<file path="src/rtl/coe_sram_server_pkg.sv">
// Shared types and constants for the coefficient-SRAM server and its CRC helper.
package coe_sram_server_pkg;

  localparam int unsigned CoeAddrW = 18;
  localparam int unsigned CoeDataW = 16;

  localparam logic [15:0] CrcPoly = 16'h1021;
  localparam logic [15:0] CrcInit = 16'hFFFF;

  localparam int unsigned WrCycMin = 1;
  localparam int unsigned WrCycMax = 3;

  typedef enum logic [2:0] {
    StRead,
    StLoadIdle,
    StWrSetup,
    StWrPulse,
    StWrHold,
    StWrAck
  } coe_state_e;

  // Phase length clamped to the supported range, expressed as the 2-bit counter reload value.
  function automatic logic [1:0] wr_cyc_load(int unsigned cyc);
    int unsigned c;
    c = (cyc < WrCycMin) ? WrCycMin : ((cyc > WrCycMax) ? WrCycMax : cyc);
    return 2'(c - 1);
  endfunction

endpackage

</file>
<file path="src/rtl/coe_crc16_step.sv">
// Combinational CRC-16/CCITT update over one data word, MSB first.
module coe_crc16_step
  import coe_sram_server_pkg::*;
#(
  parameter int unsigned DATA_W = CoeDataW
) (
  input  logic [15:0]       crc_i,
  input  logic [DATA_W-1:0] data_i,
  output logic [15:0]       crc_o
);

  logic [15:0] crc_acc;

  always_comb begin
    crc_acc = crc_i;
    for (int i = DATA_W - 1; i >= 0; i--) begin
      if (crc_acc[15] ^ data_i[i]) begin
        crc_acc = {crc_acc[14:0], 1'b0} ^ CrcPoly;
      end else begin
        crc_acc = {crc_acc[14:0], 1'b0};
      end
    end
    crc_o = crc_acc;
  end

endmodule

</file>
<file path="src/rtl/coe_sram_server.sv">
// Coefficient-SRAM responder: pipelined reads for the calculation path, timed loader writes.
// Optional load-data CRC output enabled by defining COE_SRAM_CRC_EN.
module coe_sram_server
  import coe_sram_server_pkg::*;
#(
  parameter int unsigned ADDR_W       = CoeAddrW,
  parameter int unsigned DATA_W       = CoeDataW,
  parameter int unsigned WR_SETUP_CYC = 1,
  parameter int unsigned WR_PULSE_CYC = 2,
  parameter int unsigned WR_HOLD_CYC  = 1
) (
  input  logic              i_clk_50m,
  input  logic              i_rst,
  input  logic              i_load_mode,
  input  logic [ADDR_W-1:0] i_coe_sram_addr,
  output logic [DATA_W-1:0] o_coe_sram_data,
  input  logic              i_wr_req,
  input  logic [ADDR_W-1:0] i_wr_addr,
  input  logic [DATA_W-1:0] i_wr_data,
  output logic              o_wr_ack,
  output logic              o_busy,
  output logic [ADDR_W-1:0] o_wr_count,
  output logic [ADDR_W-1:0] o_sram_addr,
  output logic [DATA_W-1:0] o_sram_wdata,
  input  logic [DATA_W-1:0] i_sram_rdata,
  output logic              o_sram_ce_n,
  output logic              o_sram_oe_n,
  output logic              o_sram_we_n
`ifdef COE_SRAM_CRC_EN
  ,
  output logic [15:0]       o_load_crc
`endif
);

  localparam logic [1:0] SetupLoad = wr_cyc_load(WR_SETUP_CYC);
  localparam logic [1:0] PulseLoad = wr_cyc_load(WR_PULSE_CYC);
  localparam logic [1:0] HoldLoad  = wr_cyc_load(WR_HOLD_CYC);

  coe_state_e        state_q;
  logic [1:0]        cnt_q;
  logic [ADDR_W-1:0] sram_addr_q;
  logic [DATA_W-1:0] sram_wdata_q;
  logic [DATA_W-1:0] coe_data_q;
  logic [ADDR_W-1:0] wr_count_q;
  logic              oe_n_q;
  logic              we_n_q;
  logic              wr_ack_q;
  logic              busy_q;

  always_ff @(posedge i_clk_50m) begin
    if (i_rst) begin
      state_q      <= StRead;
      cnt_q        <= '0;
      sram_addr_q  <= '0;
      sram_wdata_q <= '0;
      coe_data_q   <= '0;
      wr_count_q   <= '0;
      oe_n_q       <= 1'b0;
      we_n_q       <= 1'b1;
      wr_ack_q     <= 1'b0;
      busy_q       <= 1'b0;
    end else begin
      wr_ack_q <= 1'b0;
      unique case (state_q)
        StRead: begin
          // Two-stage read pipe: address pins this cycle, pad data on the next.
          sram_addr_q <= i_coe_sram_addr;
          coe_data_q  <= i_sram_rdata;
          if (i_load_mode) begin
            state_q    <= StLoadIdle;
            oe_n_q     <= 1'b1;
            busy_q     <= 1'b1;
            coe_data_q <= '0;
            wr_count_q <= '0;
          end
        end
        StLoadIdle: begin
          // A pending request wins over a mode drop; the mode is re-checked after the ack.
          if (i_wr_req) begin
            state_q      <= StWrSetup;
            sram_addr_q  <= i_wr_addr;
            sram_wdata_q <= i_wr_data;
            cnt_q        <= SetupLoad;
          end else if (!i_load_mode) begin
            state_q <= StRead;
            oe_n_q  <= 1'b0;
            busy_q  <= 1'b0;
          end
        end
        StWrSetup: begin
          if (cnt_q == 2'd0) begin
            state_q <= StWrPulse;
            we_n_q  <= 1'b0;
            cnt_q   <= PulseLoad;
          end else begin
            cnt_q <= cnt_q - 2'd1;
          end
        end
        StWrPulse: begin
          if (cnt_q == 2'd0) begin
            state_q <= StWrHold;
            we_n_q  <= 1'b1;
            cnt_q   <= HoldLoad;
          end else begin
            cnt_q <= cnt_q - 2'd1;
          end
        end
        StWrHold: begin
          // Count is updated together with the ack so both are visible in the same cycle.
          if (cnt_q == 2'd0) begin
            state_q    <= StWrAck;
            wr_ack_q   <= 1'b1;
            wr_count_q <= wr_count_q + ADDR_W'(1);
          end else begin
            cnt_q <= cnt_q - 2'd1;
          end
        end
        StWrAck: begin
          if (i_load_mode) begin
            state_q <= StLoadIdle;
          end else begin
            state_q <= StRead;
            oe_n_q  <= 1'b0;
            busy_q  <= 1'b0;
          end
        end
        default: state_q <= StRead;
      endcase
    end
  end

  assign o_coe_sram_data = coe_data_q;
  assign o_wr_ack        = wr_ack_q;
  assign o_busy          = busy_q;
  assign o_wr_count      = wr_count_q;
  assign o_sram_addr     = sram_addr_q;
  assign o_sram_wdata    = sram_wdata_q;
  assign o_sram_ce_n     = 1'b0;
  assign o_sram_oe_n     = oe_n_q;
  assign o_sram_we_n     = we_n_q;

`ifdef COE_SRAM_CRC_EN
  logic [15:0] crc_q;
  logic [15:0] crc_next;

  coe_crc16_step #(
    .DATA_W (DATA_W)
  ) u_crc16_step (
    .crc_i  (crc_q),
    .data_i (sram_wdata_q),
    .crc_o  (crc_next)
  );

  always_ff @(posedge i_clk_50m) begin
    if (i_rst) begin
      crc_q <= CrcInit;
    end else if (state_q == StRead && i_load_mode) begin
      crc_q <= CrcInit;
    end else if (state_q == StWrHold && cnt_q == 2'd0) begin
      crc_q <= crc_next;
    end
  end

  assign o_load_crc = crc_q;
`endif

endmodule

</file>
<file path="config.mk">
export PLATFORM = sky130hd
export DESIGN_NAME = coe_sram_server
export DESIGN_NICKNAME = d
export VERILOG_FILES = /design/src/rtl/coe_sram_server_pkg.sv /design/src/rtl/coe_crc16_step.sv /design/src/rtl/coe_sram_server.sv
export SDC_FILE = /design/constraint.sdc
export NUM_CORES = 1
export LEC_CHECK = 0
export ABC_AREA = 1
export BUFFER_PORTS_ARGS = -buffer_cell sky130_fd_sc_hd__buf_2
export CORE_UTILIZATION = 48
export DETAILED_ROUTE_END_ITERATION = 12
export PLACE_DENSITY = 0.87
export SLEW_MARGIN = 30
export SYNTH_ARGS = -nofsm -noshare
export SYNTH_HDL_FRONTEND = slang
export SYNTH_SLANG_ARGS = --single-unit
</file>
<file path="constraint.sdc">
create_clock -name i_clk_50m -period 2.1 [get_ports i_clk_50m]
set_clock_uncertainty 0.1 [all_clocks]
set_input_delay 0.105 -clock i_clk_50m [delete_from_list [all_inputs] [get_ports i_clk_50m]]
set_output_delay 0.105 -clock i_clk_50m [all_outputs]
set_load 0.005 [all_outputs]
</file>
==> results.cfg <==
[setup_path]
crit_chain = inv_1, nor2_4, nand2_4, nand2_1, nand2_1, dlygate4sd3_1, nor2_1, nor2_1
worstPathArrival_ns = 2.14
worst-path-buf-inv = 2
crit_required_ns = 2.24
r2r_slack_ns = 0.11
criticalPathCategory = flip-flop to flip-flop
endpoint_kind = flip-flop
crit_slowest_cell = dlygate4sd3_1
critPathMaxStageDelay_ns = 0.56
reg2reg_from = state_q[0]$_SDFFE_PP0P_
path_delay_family = buffers and inverters
ff2ff_path_depth = 8
startpoint_type = flip-flop
reg2reg_to = o_sram_addr[6]$_SDFFE_PP0P_
path_max_fanout = 11

[die]
die_h_um = 88.0
num_rows = 30
start_util = 0.509
ios = 145
die_w_um = 88.0
core_um2 = 6980
fp.dieArea_um2 = 7750

[synthesis]
yosysWarnings = 0
synth_xor_area_frac = 0.00247
ys_types = 26
syn_nets = 608
synthAdderAreaFrac = 0.0141
syn_inst = 532
syn-cell-area_um2 = 3550
synth_mux_area_frac = 0
synth_seq_cells = 77
syn_avg_cell_area_um2 = 6.67
synth-simple-area-share = 0.368
synth_compound_area_frac = 0.107
yosysSeqAreaShare = 0.434
synth_top_family_by_area = simple AND/OR/NAND/NOR gates

[pwr]
p_comb_frac = 0.403
fin_total_pwr_uw = 5820
sw_frac_of_total = 0.382
seq_power_share = 0.348
p_int_uw = 3600
leakage_uw = 0.00253
p_switching_uw = 2230
p_per_area_nw_per_um2 = 1130
peakVddDrop_uv = 654
p_clk_frac = 0.249

[cells_and_area]
nets = 807
fin_util = 0.741
drive_gt1_frac = 0.246
nFillCells = 528
multiInputGateArea_um2 = 1770
seq_area_um2 = 1540
antennaDiodeCount = 0
design_area_um2 = 5170
area_delta_synth_final_pct = 45.6

[min_path]
min_path_cells = 5
holdPathEnd = o_sram_addr[15]$_SDFFE_PP0P_
worstHoldStart = i_wr_addr[15]
hold_class = input port to flip-flop

[timing]
hold_violations = 0
rsz0062_at_grt = no
finalCriticalPeriod_ns = 1.99
timing.fmax_mhz = 502
finalCritPeriodShare = 0.949
tns_ns = 0
setup_viol = 0
drv_slew = 0

[drt]
first_pass_iters = 5
drc = 0
ant_nets = 0
via_per_inst = 5.11
num_vias = 4248
dr.first_iter.drc_count = 201
routed_wl_um = 11000
wire_per_inst_um = 13.2

[clock_tree]
clkTransAtPathRegs_ns = 0.08
clock_path_buffers = 2
insertion_delay_ns = 0.35
cts_sinks = 77
cts_tree = yes
cts.htree.levels = 3
cts_made_buffers = 9
root_buffer = clkbuf_8
cts_setup_buffers = 0

[outcome]
status = completed

[placement]
numPortBuffers = 143
dpl-instance-area_um2 = 4290
dp_hpwl_um = 6360
finalWeightedCongestion = 0.869

[grt]
grt_first_pass_wirelength_um = 17100
grt_pass1_vias = 3975
grt_max_degree = 40
grt_usage = 0.283
overflow = 0
antenna_found_initial = 0

[flow_run]
drv_cap = 0
-- power by group through the flow --
stage          sequential (uW)  clock [uW]  combinational, uW
3_5_place_dp              2040           0               2130
2_1_floorplan             2050           0               1530
4_1_cts                   2010        1450               2240
6_report                  2030        1450               2350
5_1_grt                   2060        1530               2610
3_3_place_gp              2020           0               2060
-- flip-flops by register name (all words and copies together) (netlist names) --
signal and flops:
o_sram_we_n 1, o_wr_ack 1, o_busy 1, o_sram_addr 18, o_coe_sram_data 16, o_sram_oe_n 1, cnt_q 2, o_sram_wdata 16
o_wr_count 18, state_q 3
-- routing by layer --
layer  vias up  track usage  share of wire
met1      1942        0.292           0.39
met3        46       0.0697          0.057
met4         0        0.136          0.038
met5         -            0              0
li1       2067            -              -
met2       193        0.533           0.52
-- logic make-up (layout without fill, tap and decap cells) --
family	Yosys count	in the layout
xor+xnor	1	1
compound gates	74	74
other cells	1	1
simple gates	322	323
flops	77	77
fa+ha+maj	4	4
buf+inv	53	256
-- layout make-up --
class | instances | area share
Inverter | 30 | 0.0218
Timing Repair Buffer | 210 | 0.265
Clock inverter | 4 | 0.0232
Sequential cell | 77 | 0.298
Clock buffer | 12 | 0.0261
Tap cell | 96 | 0.0232
Multi-Input combinational cell | 403 | 0.342
-- worst register-to-register path, stage by stage (launching register included) --
cell and delay [ns]:
dfxtp_1 0.43, inv_1 0.15, nor2_4 0.20, nand2_4 0.15, nand2_1 0.10, nand2_1 0.05, dlygate4sd3_1 0.56, nor2_1 0.10
nor2_1 0.05
-- placed cells by master (no fill, tap or decap) --
master and instances:
nand2_4 2, clkbuf_8 9, nor2_1 115, nand3_1 26
nor2_2 3, xor2_1 1, bufinv_16 4, inv_2 2
o21ai_0 37, inv_1 28, buf_4 6, o21ai_1 2
dfxtp_1 77, nand3b_1 2, buf_6 1, nor3_1 1
conb_1 1, a31oi_1 1, clkbuf_1 3, dlygate4sd3_1 60
ha_1 4, a21oi_1 32, nor2_4 4, nand2_2 5
a21oi_2 2, nand2_1 162, buf_2 143, nand4_1 3
-- how the worst max path moves through the flow --
stage,start,end,slack [ns],depth (start not counted)
6_report,state_q[0]$_SDFFE_PP0P_,o_sram_addr[6]$_SDFFE_PP0P_,0.11,8
4_1_cts,state_q[0]$_SDFFE_PP0P_,o_sram_addr[6]$_SDFFE_PP0P_,0.02,8
3_5_place_dp,cnt_q[0]$_SDFFE_PP0P_,o_wr_count[13]$_SDFFE_PP0P_,0.40,7
3_3_place_gp,cnt_q[0]$_SDFFE_PP0P_,o_wr_count[6]$_SDFFE_PP0P_,0.46,9
5_1_grt,state_q[0]$_SDFFE_PP0P_,o_sram_addr[6]$_SDFFE_PP0P_,0.02,8
2_1_floorplan,cnt_q[0]$_SDFFE_PP0P_,o_wr_count[7]$_SDFFE_PP0P_,0.51,8
-- cell usage after synthesis --
cell type	n	area share
nand2_1	162	0.17
nor2_1	116	0.12
dfxtp_1	77	0.43
o21ai_0	37	0.052
a21oi_1	32	0.045
inv_1	28	0.030
nand3_1	26	0.037
buf_4	6	0.013
clkbuf_1	6	0.0063
buf_2	5	0.0070
nand2_2	5	0.0088
buf_6	4	0.013
ha_1	4	0.014
nand4_1	3	0.0053
nor2_2	3	0.0053
nor2_4	3	0.0095
a21oi_2	2	0.0049
clkbuf_2	2	0.0028
inv_2	2	0.0021
nand3b_1	2	0.0042
o21ai_1	2	0.0028
a31oi_1	1	0.0018
conb_1	1	0.0011
nand2_4	1	0.0032
nor3_1	1	0.0014
xor2_1	1	0.0025
-- what timing repair did --
action,4_1_cts,5_1_grt
resized for setup,0,4
endpoints found under the setup margin,0,1
hold buffers,60,0
hold endpoints to repair,47,0
-- per-stage QoR --
step	setup slack, ns	hold slack (ns)	cells
finish	0.108	0.0133	832
global route	0.0159	0.0301	832
CTS	0.0204	0.00161	831
global placement	0.455	0.255	755
detailed placement	0.400	0.260	755
floorplan	0.514	0.0741	532
Power figures use the tool's default switching activity.
